**src/rtl/s2p_slave.sv**
```systemverilog
// Serial-to-parallel slave: deserialises sclk/si/sld_n frames and publishes a word only after two identical frames.
// po updates 4-5 clk after the sclk rise of the last bit; no backpressure, and frames arriving while busy are never stalled.
module s2p_slave #(
    parameter int              NBIT = 64,
    parameter logic [NBIT-1:0] DEF  = {NBIT{1'b0}},
    parameter int              TOUT = 65535
) (
    input  logic            clk,
    input  logic            rst_n,
    input  logic            si,
    input  logic            sclk,
    input  logic            sld_n,
    output logic [NBIT-1:0] po,
    output logic            po_vld,
    output logic            frame_err,
    output logic            link_ok
);

    localparam int BW = $clog2(NBIT + 1);
    localparam int TW = $clog2(TOUT + 1);
    localparam logic [BW-1:0] LAST = BW'(NBIT - 1);

    typedef enum logic [1:0] {IDLE, SHIFT, DONE} state_t;

    state_t          state;
    logic [BW-1:0]   bcnt;
    logic [NBIT-1:0] shreg;
    logic [NBIT-1:0] cand;
    logic            cand_vld;
    logic [TW-1:0]   tcnt;

    logic [2:0] si_q;
    logic [2:0] sclk_q;
    logic [2:0] sld_q;
    logic       sclk_d;

    logic            si_s;
    logic            sclk_s;
    logic            sld_s;
    logic            rise;
    logic            sclk_edge;
    logic            tout_hit;
    logic [NBIT-1:0] frame_new;

    // Same depth on all three lines keeps data, clock and frame marker aligned.
    always_ff @(posedge clk or negedge rst_n) begin
        if (!rst_n) begin
            si_q   <= 3'b000;
            sclk_q <= 3'b000;
            sld_q  <= 3'b111;
            sclk_d <= 1'b0;
        end else begin
            si_q   <= {si_q[1:0], si};
            sclk_q <= {sclk_q[1:0], sclk};
            sld_q  <= {sld_q[1:0], sld_n};
            sclk_d <= sclk_q[2];
        end
    end

    assign si_s      = si_q[2];
    assign sclk_s    = sclk_q[2];
    assign sld_s     = sld_q[2];
    assign rise      = sclk_s & ~sclk_d;
    assign sclk_edge = sclk_s ^ sclk_d;
    assign tout_hit  = !sclk_edge && (tcnt == TW'(TOUT - 1));
    assign frame_new = {si_s, shreg[NBIT-2:0]};

    always_ff @(posedge clk or negedge rst_n) begin
        if (!rst_n) begin
            tcnt <= '0;
        end else if (sclk_edge) begin
            tcnt <= '0;
        end else if (tcnt != TW'(TOUT)) begin
            tcnt <= tcnt + TW'(1);
        end
    end

    always_ff @(posedge clk or negedge rst_n) begin
        if (!rst_n) begin
            state     <= IDLE;
            bcnt      <= '0;
            shreg     <= '0;
            cand      <= '0;
            cand_vld  <= 1'b0;
            po        <= DEF;
            po_vld    <= 1'b0;
            frame_err <= 1'b0;
            link_ok   <= 1'b0;
        end else begin
            po_vld    <= 1'b0;
            frame_err <= 1'b0;

            if (rise) begin
                if (!sld_s) begin
                    // A new frame marker always restarts; mid-frame it means the old frame was short.
                    if (state == SHIFT) begin
                        frame_err <= 1'b1;
                        cand_vld  <= 1'b0;
                    end
                    shreg[0] <= si_s;
                    bcnt     <= BW'(1);
                    state    <= SHIFT;
                end else begin
                    case (state)
                        SHIFT: begin
                            for (int k = 0; k < NBIT; k++) begin
                                if (bcnt == BW'(k)) shreg[k] <= si_s;
                            end
                            bcnt <= bcnt + BW'(1);
                            if (bcnt == LAST) begin
                                state    <= DONE;
                                cand     <= frame_new;
                                cand_vld <= 1'b1;
                                if (cand_vld && (frame_new == cand)) begin
                                    po      <= frame_new;
                                    po_vld  <= 1'b1;
                                    link_ok <= 1'b1;
                                end
                            end
                        end
                        DONE: begin
                            frame_err <= 1'b1;
                            cand_vld  <= 1'b0;
                            state     <= IDLE;
                        end
                        default: begin
                        end
                    endcase
                end
            end

            // Link loss overrides the frame logic but leaves any frame_err pulse intact.
            if (tout_hit) begin
                link_ok  <= 1'b0;
                po       <= DEF;
                po_vld   <= 1'b0;
                state    <= IDLE;
                cand_vld <= 1'b0;
            end
        end
    end

endmodule

```
**config.mk**
```make
export PLATFORM = sky130hd
export DESIGN_NAME = s2p_slave
export DESIGN_NICKNAME = d
export VERILOG_FILES = /design/src/rtl/s2p_slave.sv
export SDC_FILE = /design/constraint.sdc
export NUM_CORES = 1
export LEC_CHECK = 0
export CAP_MARGIN = 5
export CORE_MARGIN = 2
export CORE_UTILIZATION = 35
export DETAILED_ROUTE_END_ITERATION = 10
export HOLD_SLACK_MARGIN = 0.12
export PLACE_DENSITY = 0.64
export SLEW_MARGIN = 40
export SYNTH_ARGS = -nofsm -noshare
export SYNTH_HDL_FRONTEND = slang
export SYNTH_SLANG_ARGS = --single-unit
```
**constraint.sdc**
```tcl
create_clock -name clk -period 2.4 [get_ports clk]
set_clock_uncertainty 0.2 [all_clocks]
set_input_delay 0.6 -clock clk [delete_from_list [all_inputs] [get_ports clk]]
set_output_delay 0.6 -clock clk [all_outputs]
set_load 0.01 [all_outputs]
```
* Yosys cells after proc, flatten, opt, wreduce, memory -nomap -nowiden
Cells that the tools add are included.
** Storage, ports and cells
- Register bits after elaboration :: 230
- Input bits :: 5
- Logic and storage cells :: 273
- Output and inout bits :: 67
** Operators by class
- Muxes and demuxes :: 40
- Reductions and logical operators :: 80
- Bitwise operators :: 3
- $add $sub $neg :: 2
- Eq/ne operators :: 72
** Operators by type and width (number)
- $mux 64 :: 6
- $reduce_and 4->1 :: 64
- $eq 7x6->1 const B :: 32
- $eq 7x5->1 const B :: 16
- $eq 64x64->1 :: 1
- $eq 7x4->1 const B :: 8
- $mux 16 :: 2
- $eq 7x3->1 const B :: 4
- $mux 1 :: 24
- $add 16x1->16 const B :: 1
- $eq 16x16->1 const B :: 1
- $ne 16x16->1 const B :: 1
- $eq 7x2->1 const B :: 2
- $mux 7 :: 2
- $reduce_bool 2->1 :: 6
- $mux 2 :: 4
- $add 7x1->7 const B :: 1
- $eq 7x1->1 const B :: 1
- $logic_not 7->1 :: 1
- $reduce_and 3->1 :: 2
- $reduce_bool 3->1 :: 2
- $reduce_and 5->1 :: 1
- $ne 2x1->1 const B :: 2
- $ne 4x1->1 const B :: 1
- other kinds (11) :: 12

* Logic depth before layout (Yosys ltp)
Gate-level depths: netlist of the first run.
- Depth in word-level cells :: 8
- Depth in mapped cells :: 10
- Mapped depth without buffers :: 8

* Least setup slack after synthesis of the first run
No wires, ideal clock.
- Kind :: register -> register
- Start :: register bcnt[0]
- End :: register po[10]
- Library setup time :: 0.136 ns
- Clock period less this slack :: 2.480 ns
- Path buffers :: 2
- Cell stages (with the launch flop) :: 10
- Arrival :: 2.144 ns
- Data required time :: 2.064 ns
- Setup slack :: -0.080 ns
- Path through :: dfrtp_1 > ha_1 > nand3_2 > nor3_2 > nand3_1 > or4b_1 > buf_2 > buf_2 > o21ai_1 > a21oi_1
** On the way
- Word-level cells in the longest chain between the ends :: 3
** Ends and longest elaborated chain
- start, declared :: RTL line 26 : logic [BW-1:0] bcnt;
- start signal, assigned :: RTL line 109 : bcnt <= bcnt + BW'(1);
- $eq 7x6->1 :: RTL line 110 : if (bcnt == LAST) begin
- $reduce_bool 2->1 (no source line)
- $reduce_and 5->1 (no source line)
- end signal, assigned :: RTL line 115 : po <= frame_new;
- end, declared :: RTL line 13 : output logic [NBIT-1:0] po,
No other way between the ends.
A chain may end at the register's enable or synchronous reset.

* Worst setup path in the final report of the first run
- Start :: register shreg[10]
- End :: register po[44]
** On the way
- Word-level cells in the longest chain between the ends :: 4
** Ends and longest elaborated chain
- start, declared :: RTL line 27 : logic [NBIT-1:0] shreg;
- start signal, assigned by index :: RTL line 107 : if (bcnt == BW'(k)) shreg[k] <= si_s;
- $eq 64x64->1 :: RTL line 114 : if (cand_vld && (frame_new == cand)) begin
- $logic_and 1x1->1 :: RTL line 114
- $reduce_bool 2->1 (no source line)
- $reduce_and 5->1 (no source line)
No other way between the ends.

==> flow_metrics.py, run 1 <==
metrics = {
    "place": {
        "place_area_sq_um": 12600,
        "place_ws_ns": -0.248,
        "dp_cells": 1631,
        "io_buffers": 71,
        "gp_congestion": 0.844,
        "dp_hpwl_um": 20500,
    },
    "timing": {
        "fin_crit_sh_pct": 107,
        "whs_ns": 0.147,
        "fin_ws_ns": -0.175,
        "slew_headroom_pct": 51.7,
        "drv_slew": 0,
        "setup_tns_ns": -7.35,
        "rsz0062_at_grt": "yes",
        "setup_viol": 65,
        "max_freq_mhz": 388,
        "hold_violations": 0,
        "finalCriticalPeriod_ns": 2.57,
        "worst_slew_pin_slew_ns": 0.725,
    },
    "global_routing": {
        "antenna_found_initial": 0,
        "met3_usage_pct": 2.86,
        "grt_pass1_wl_um": 47600,
        "grt.busiest_layer": "met2",
        "use_met1_pct": 25.8,
        "grt_use_met2_pct": 31.0,
        "overflow": 0,
        "track_usage_pct": 19.0,
        "grt_max_degree": 73,
        "grt_pass1_vias": 8597,
    },
    "floorplanning": {
        "fp.dieW_um": 179,
        "ios": 72,
        "core_sq_um": 30300,
        "fp-row-count": 64,
        "dieHeight_um": 179,
        "start_util_pct": 35.3,
        "die_area_sq_um": 32000,
    },
    "synth": {
        "syn_inst": 1102,
        "synth_area_per_cell_sq_um": 9.71,
        "synthFlopType": "dfrtp_1",
        "synthesis.area_sq_um": 10700,
        "synth-edff-count": 0,
        "syn-num-nets": 1116,
        "async_reset_ff_share_pct": 100,
        "synth_cell_types": 58,
        "synth-seq-cells": 230,
        "ys_seq_area_share_pct": 53.8,
        "yosysWarnings": 0,
    },
    "final_layout": {
        "layout.cells.non_filler": 1695,
        "areaGrowthSynthToFinish_pct": 30.8,
        "design_area_sq_um": 14000,
        "final_cell_mix": "dfrtp_1, nand2_1, buf_4, o21ai_0, nand4_1",
        "final_common_cell": "dfrtp_1",
        "n_antenna_cell": 0,
        "fillers": 2792,
        "final_util_pct": 46.1,
        "nets": 1293,
        "drive_gt1_share_pct": 19.4,
    },
    "drt": {
        "ant_nets": 0,
        "vias_per_cell": 5.29,
        "post_drt_wl_per_cell_um": 18.2,
        "dr.pass1.iters": 7,
        "route.detailed.drc": 0,
        "initialDrtViolationCount": 732,
        "routed_wl_um": 30800,
        "vias": 8963,
    },
    "job": {
        "maxCapViolCount": 0,
    },
    "clock_tree": {
        "clockBufferDepth": 3,
        "cts_sinks": 230,
        "numCtsBuffers": 27,
        "h-tree-depth": 1,
        "path_clk_slew_ns": 0.06,
        "clockRootBuffer": "clkbuf_16",
        "tritoncts": "yes",
        "clk_latency_ns": 0.52,
    },
    "critical_path": {
        "endpoint_kind": "flip-flop",
        "crit_type": "reg -> reg",
        "rr_worst_depth": 7,
        "arrival_ns": 2.77,
        "cp_max_fo": 24,
        "worstSetupStartpointType": "flip-flop",
        "critPathRequiredTime_ns": 2.60,
    },
    "power": {
        "p_leak_nw": 6.49,
        "power_mw": 10.6,
        "power.density_nw_per_um2": 758,
        "peakVddDrop_mv": 0.484,
    },
    "run_status": {
        "violations": "negative setup slack",
        "outcome": "complete, but fails checks",
    },
    "min_path": {
        "hold_path.class": "reg -> reg",
        "holdPathStages": 0,
    },
}
-- area by class of cell --
| cell class | instances | area [sq um] | share of cell area, % |
|---|---|---|---|
| Clock buffer | 38 | 797 | 5.69 |
| Clock inverter | 11 | 123 | 0.876 |
| Inverter | 22 | 82.6 | 0.590 |
| Multi-Input combinational cell | 767 | 4490 | 32.1 |
| Sequential cell | 230 | 5760 | 41.2 |
| Tap cell | 396 | 495 | 3.54 |
| Timing Repair Buffer | 231 | 2250 | 16.1 |
-- repair_timing --
item / 4_1_cts / 5_1_grt
endpoints found under the hold margin: 53 / 0
setup endpoints to repair: 66 / 71
resized for setup: 22 / 30
buffers inserted: 4 / 0
hold buffers: 1 / 0
pin swaps: 7 / 50
gates cloned: 1 / 9
-- metal layers --
metal  up-vias  wire, um
met3        66      1710
met1      4444     13200
met5         -         0
li1       4218         -
met2       235     14700
met4         0      1100
-- path summary, 6_finish.rpt --
| kind | start | endpoint | slack (ns) |
|---|---|---|---|
| max | shreg[10] | po[44] | -0.17 |
| min | si_q[0] | si_q[1] | 0.15 |
| max reg2reg | shreg[10] | po[44] | -0.17 |
| min reg2reg | si_q[0] | si_q[1] | 0.15 |
| max in group asynchronous | rst_n | po[22] | 0.87 |
| min in group asynchronous | rst_n | si_q[0] | 0.43 |
-- kinds of logic (layout without fill, tap and decap cells) --
group                      Yosys count  after routing  synth area share (%)
AOI/OAI and AO/OA                  281            281                  15.1
xor gates and xnor gates            53             53                  4.34
adders and majority gates            9              9                  1.05
buffers and inverters              105            302                  5.30
DFF                                230            230                  53.8
muxes                                8              8                 0.830
and+or+nand+nor                    416            416                  19.6
-- critical path, cell delays in order, from the launching register on --
cell       delay (ns)
dfrtp_1          0.37
and2b_1          0.18
a2111o_1         0.35
or4_4            0.55
nand4bb_4        0.28
buf_8            0.22
o21ai_1          0.19
a21oi_1          0.08
-- synthesized netlist by cell type (2+ instances only) --
| cell | count | area, sq um |
|---|---|---|
| nor2b_1 | 27 | 169 |
| buf_4 | 2 | 15.0 |
| nand4_1 | 72 | 450 |
| nor3_1 | 7 | 35.0 |
| nor2_1 | 24 | 90.1 |
| o21ai_0 | 75 | 375 |
| a2111o_1 | 3 | 33.8 |
| nor4_4 | 2 | 42.5 |
| and3_1 | 4 | 25.0 |
| nand3_1 | 24 | 120 |
| a21o_1 | 2 | 15.0 |
| inv_1 | 22 | 82.6 |
| mux2_2 | 6 | 67.6 |
| nor3_2 | 2 | 20.0 |
| o2111ai_1 | 5 | 43.8 |
| nand2b_1 | 17 | 106 |
| a2111oi_0 | 3 | 26.3 |
| o31ai_1 | 48 | 360 |
| ha_1 | 9 | 113 |
| and2_1 | 7 | 43.8 |
| buf_1 | 4 | 15.0 |
| or3_1 | 3 | 18.8 |
| and4_1 | 2 | 17.5 |
| buf_2 | 25 | 125 |
| dfstp_2 | 3 | 78.8 |
| xor2_1 | 35 | 307 |
| buf_6 | 7 | 78.8 |
| clkbuf_1 | 40 | 150 |
| a31oi_1 | 2 | 12.5 |
| nor4_1 | 6 | 37.5 |
| dfrtp_1 | 227 | 5680 |
| o21ai_1 | 64 | 320 |
| buf_12 | 5 | 100 |
| xnor2_1 | 18 | 158 |
| a21oi_1 | 72 | 360 |
| nand2_1 | 206 | 773 |
-- state kept, by name, summed over array words and instances, names as in the netlist --
signal	count
shreg	63
tcnt	16
cand	64
link_ok	1
sld_q	3
po_vld	1
bcnt	7
state	2
sclk_q	3
frame_err	1
si_q	3
po	64
sclk_d	1
cand_vld	1
-- power breakdown --
group | total [mW] | internal [mW] | switching (mW)
logic | 2.33 | 0.906 | 1.43
clock network | 4.16 | 2.53 | 1.63
registers | 4.13 | 4.02 | 0.106
total | 10.6 | 7.46 | 3.16
(Power assumes the default switching activity.)
==> run 2, diff against run 1 <==
--- a/config.mk
+++ b/config.mk
@@ -9,7 +9,9 @@
 export CORE_MARGIN = 2
 export CORE_UTILIZATION = 35
 export DETAILED_ROUTE_END_ITERATION = 10
+export GPL_ROUTABILITY_DRIVEN = 0
 export HOLD_SLACK_MARGIN = 0.12
+export MAX_ROUTING_LAYER = met4
 export PLACE_DENSITY = 0.64
 export SLEW_MARGIN = 40
 export SYNTH_ARGS = -nofsm -noshare
==> flow_metrics.py, run 2 (synthesis gave the netlist of run 1 again) <==
metrics = {
    "floorplanning": {
        "fp-row-count": 64,
        "die_area_sq_um": 32000,
        "fp.dieW_um": 179,
        "start_util_pct": 35.3,
        "ios": 72,
        "core_sq_um": 30300,
        "dieHeight_um": 179,
    },
    "global_routing": {
        "grt_pass1_vias": 8585,
        "antenna_found_initial": 0,
        "grt_max_degree": 73,
        "track_usage_pct": 19.6,
        "grt_pass1_wl_um": 47700,
        "overflow": 0,
    },
    "clock_tree": {
        "clk_latency_ns": 0.52,
        "h-tree-depth": 1,
        "tritoncts": "yes",
        "numCtsBuffers": 27,
        "cts_sinks": 230,
        "clockBufferDepth": 3,
        "path_clk_slew_ns": 0.06,
        "clockRootBuffer": "clkbuf_16",
    },
    "timing": {
        "whs_ns": 0.147,
        "slew_headroom_pct": 51.9,
        "max_freq_mhz": 385,
        "drv_slew": 0,
        "setup_tns_ns": -7.51,
        "setup_viol": 66,
        "fin_ws_ns": -0.195,
        "worst_slew_pin_slew_ns": 0.722,
        "finalCriticalPeriod_ns": 2.60,
        "fin_crit_sh_pct": 108,
        "hold_violations": 0,
        "rsz0062_at_grt": "yes",
    },
    "drt": {
        "vias_per_cell": 5.25,
        "vias": 8896,
        "route.detailed.drc": 0,
        "ant_nets": 0,
        "dr.pass1.iters": 5,
        "routed_wl_um": 30800,
        "initialDrtViolationCount": 734,
        "post_drt_wl_per_cell_um": 18.1,
    },
    "place": {
        "place_ws_ns": -0.248,
        "dp_cells": 1631,
        "dp_hpwl_um": 20500,
        "io_buffers": 71,
    },
    "power": {
        "seqPwrFrac_pct": 38.9,
        "pwr-share-clk_pct": 39.2,
        "combPwrFrac_pct": 21.9,
        "power.density_nw_per_um2": 756,
        "switching_power_mw": 3.15,
        "internal-power_mw": 7.45,
        "peakVddDrop_mv": 0.485,
        "p_leak_nw": 6.50,
        "p_sw_share_pct": 29.7,
    },
    "final_layout": {
        "areaGrowthSynthToFinish_pct": 31.0,
        "drive_gt1_share_pct": 19.6,
        "top_regs": "cand (64), po (64), shreg (63)",
        "final_common_cell": "dfrtp_1",
        "final_cell_mix": "dfrtp_1, nand2_1, buf_4, o21ai_0, nand4_1",
        "nets": 1294,
        "layout.cells.non_filler": 1696,
        "final_util_pct": 46.2,
        "n_antenna_cell": 0,
    },
    "critical_path": {
        "critPathRequiredTime_ns": 2.59,
        "arrival_ns": 2.79,
        "cp_max_fo": 22,
        "crit_type": "reg -> reg",
        "worstSetupStartpointType": "flip-flop",
        "endpoint_kind": "flip-flop",
    },
    "run_status": {
        "violations": "negative setup slack",
        "outcome": "complete, but fails checks",
    },
    "job": {
        "maxCapViolCount": 0,
    },
    "min_path": {
        "hold_path.class": "reg -> reg",
    },
}
==> run 2: changes by cell type in the layout (fill, tap and decap cells not counted) <==
| cell | before | now |
|---|---|---|
| buf_8 | 4 | 5 |
| buf_4 | 127 | 128 |
| a21oi_1 | 63 | 61 |
| a21oi_2 | 9 | 11 |
| buf_6 | 10 | 9 |
==> run 2: final cells by class <==
type / instances / area, sq um
Clock inverter: 11 / 123
Multi-Input combinational cell: 767 / 4500
Tap cell: 396 / 495
Inverter: 22 / 82.6
Sequential cell: 230 / 5760
Clock buffer: 38 / 797
Fill cell: 2789 / 16300
Timing Repair Buffer: 232 / 2260
==> run 2: worst paths after layout <==
path | slack, ns | to | depth (start not counted) | from
max in group asynchronous | 0.87 | po[22] | 3 | rst_n
setup reg to reg | -0.20 | po[23] | 7 | shreg[10]
setup / recovery | -0.20 | po[23] | 7 | shreg[10]
hold reg to reg | 0.15 | si_q[1] | 0 | si_q[0]
min in group asynchronous | 0.43 | bcnt[1] | 2 | rst_n
hold / removal | 0.15 | si_q[1] | 0 | si_q[0]
==> run 2: repair_timing <==
| item | 4_1_cts | 5_1_grt |
|---|---|---|
| gates resized for setup | 22 | 31 |
| hold buffers | 1 | 0 |
| gates cloned | 1 | 9 |
| endpoints found under the setup margin | 66 | 99 |
| endpoints found under the hold margin | 53 | 0 |
| pin swaps | 7 | 57 |
| buffers inserted | 4 | 0 |
==> run 2: power groups by stage <==
stage / Sequential (mW) / Combinational, mW / Clock, mW
after floorplan: 4.20 / 1.43 / 0
after global placement: 4.19 / 2.05 / 0
after detailed placement: 4.19 / 2.08 / 0
after CTS: 4.12 / 2.27 / 4.23
after global routing: 4.14 / 2.51 / 4.41
final: 4.13 / 2.32 / 4.15
==> run 2: metal layers <==
metal | up-vias | track usage [%] | routed length (um)
li1 | 4230 | - | -
met1 | 4369 | 26.1 | 13100
met2 | 233 | 30.8 | 14900
met3 | 64 | 2.84 | 1740
met4 | 0 | 6.67 | 1050
met5 | - | - | 0
==> run 2: metrics by stage <==
step | cell area, sq um | power, mW
finish | 14000 | 10.6
detailed placement | 12600 | 6.27
global placement | 12600 | 6.24
CTS | 13700 | 10.6
floorplan | 10700 | 5.63
global route | 14000 | 11.1
==> run 2: critical path, stage by stage, from the launching register on <==
cell,delay [ns]
dfrtp_1,0.38
and2b_1,0.18
a2111o_1,0.35
or4_4,0.56
nand4bb_4,0.28
buf_8,0.21
o21ai_1,0.19
a21oi_1,0.10
==> run 3, diff against run 2 <==
--- a/config.mk
+++ b/config.mk
@@ -10,7 +10,6 @@
 export CORE_UTILIZATION = 35
 export DETAILED_ROUTE_END_ITERATION = 10
 export GPL_ROUTABILITY_DRIVEN = 0
-export HOLD_SLACK_MARGIN = 0.12
 export MAX_ROUTING_LAYER = met4
 export PLACE_DENSITY = 0.64
 export SLEW_MARGIN = 40
==> results of run 3 <==
Final layout, timing and power as in run 2 (identical DEF).
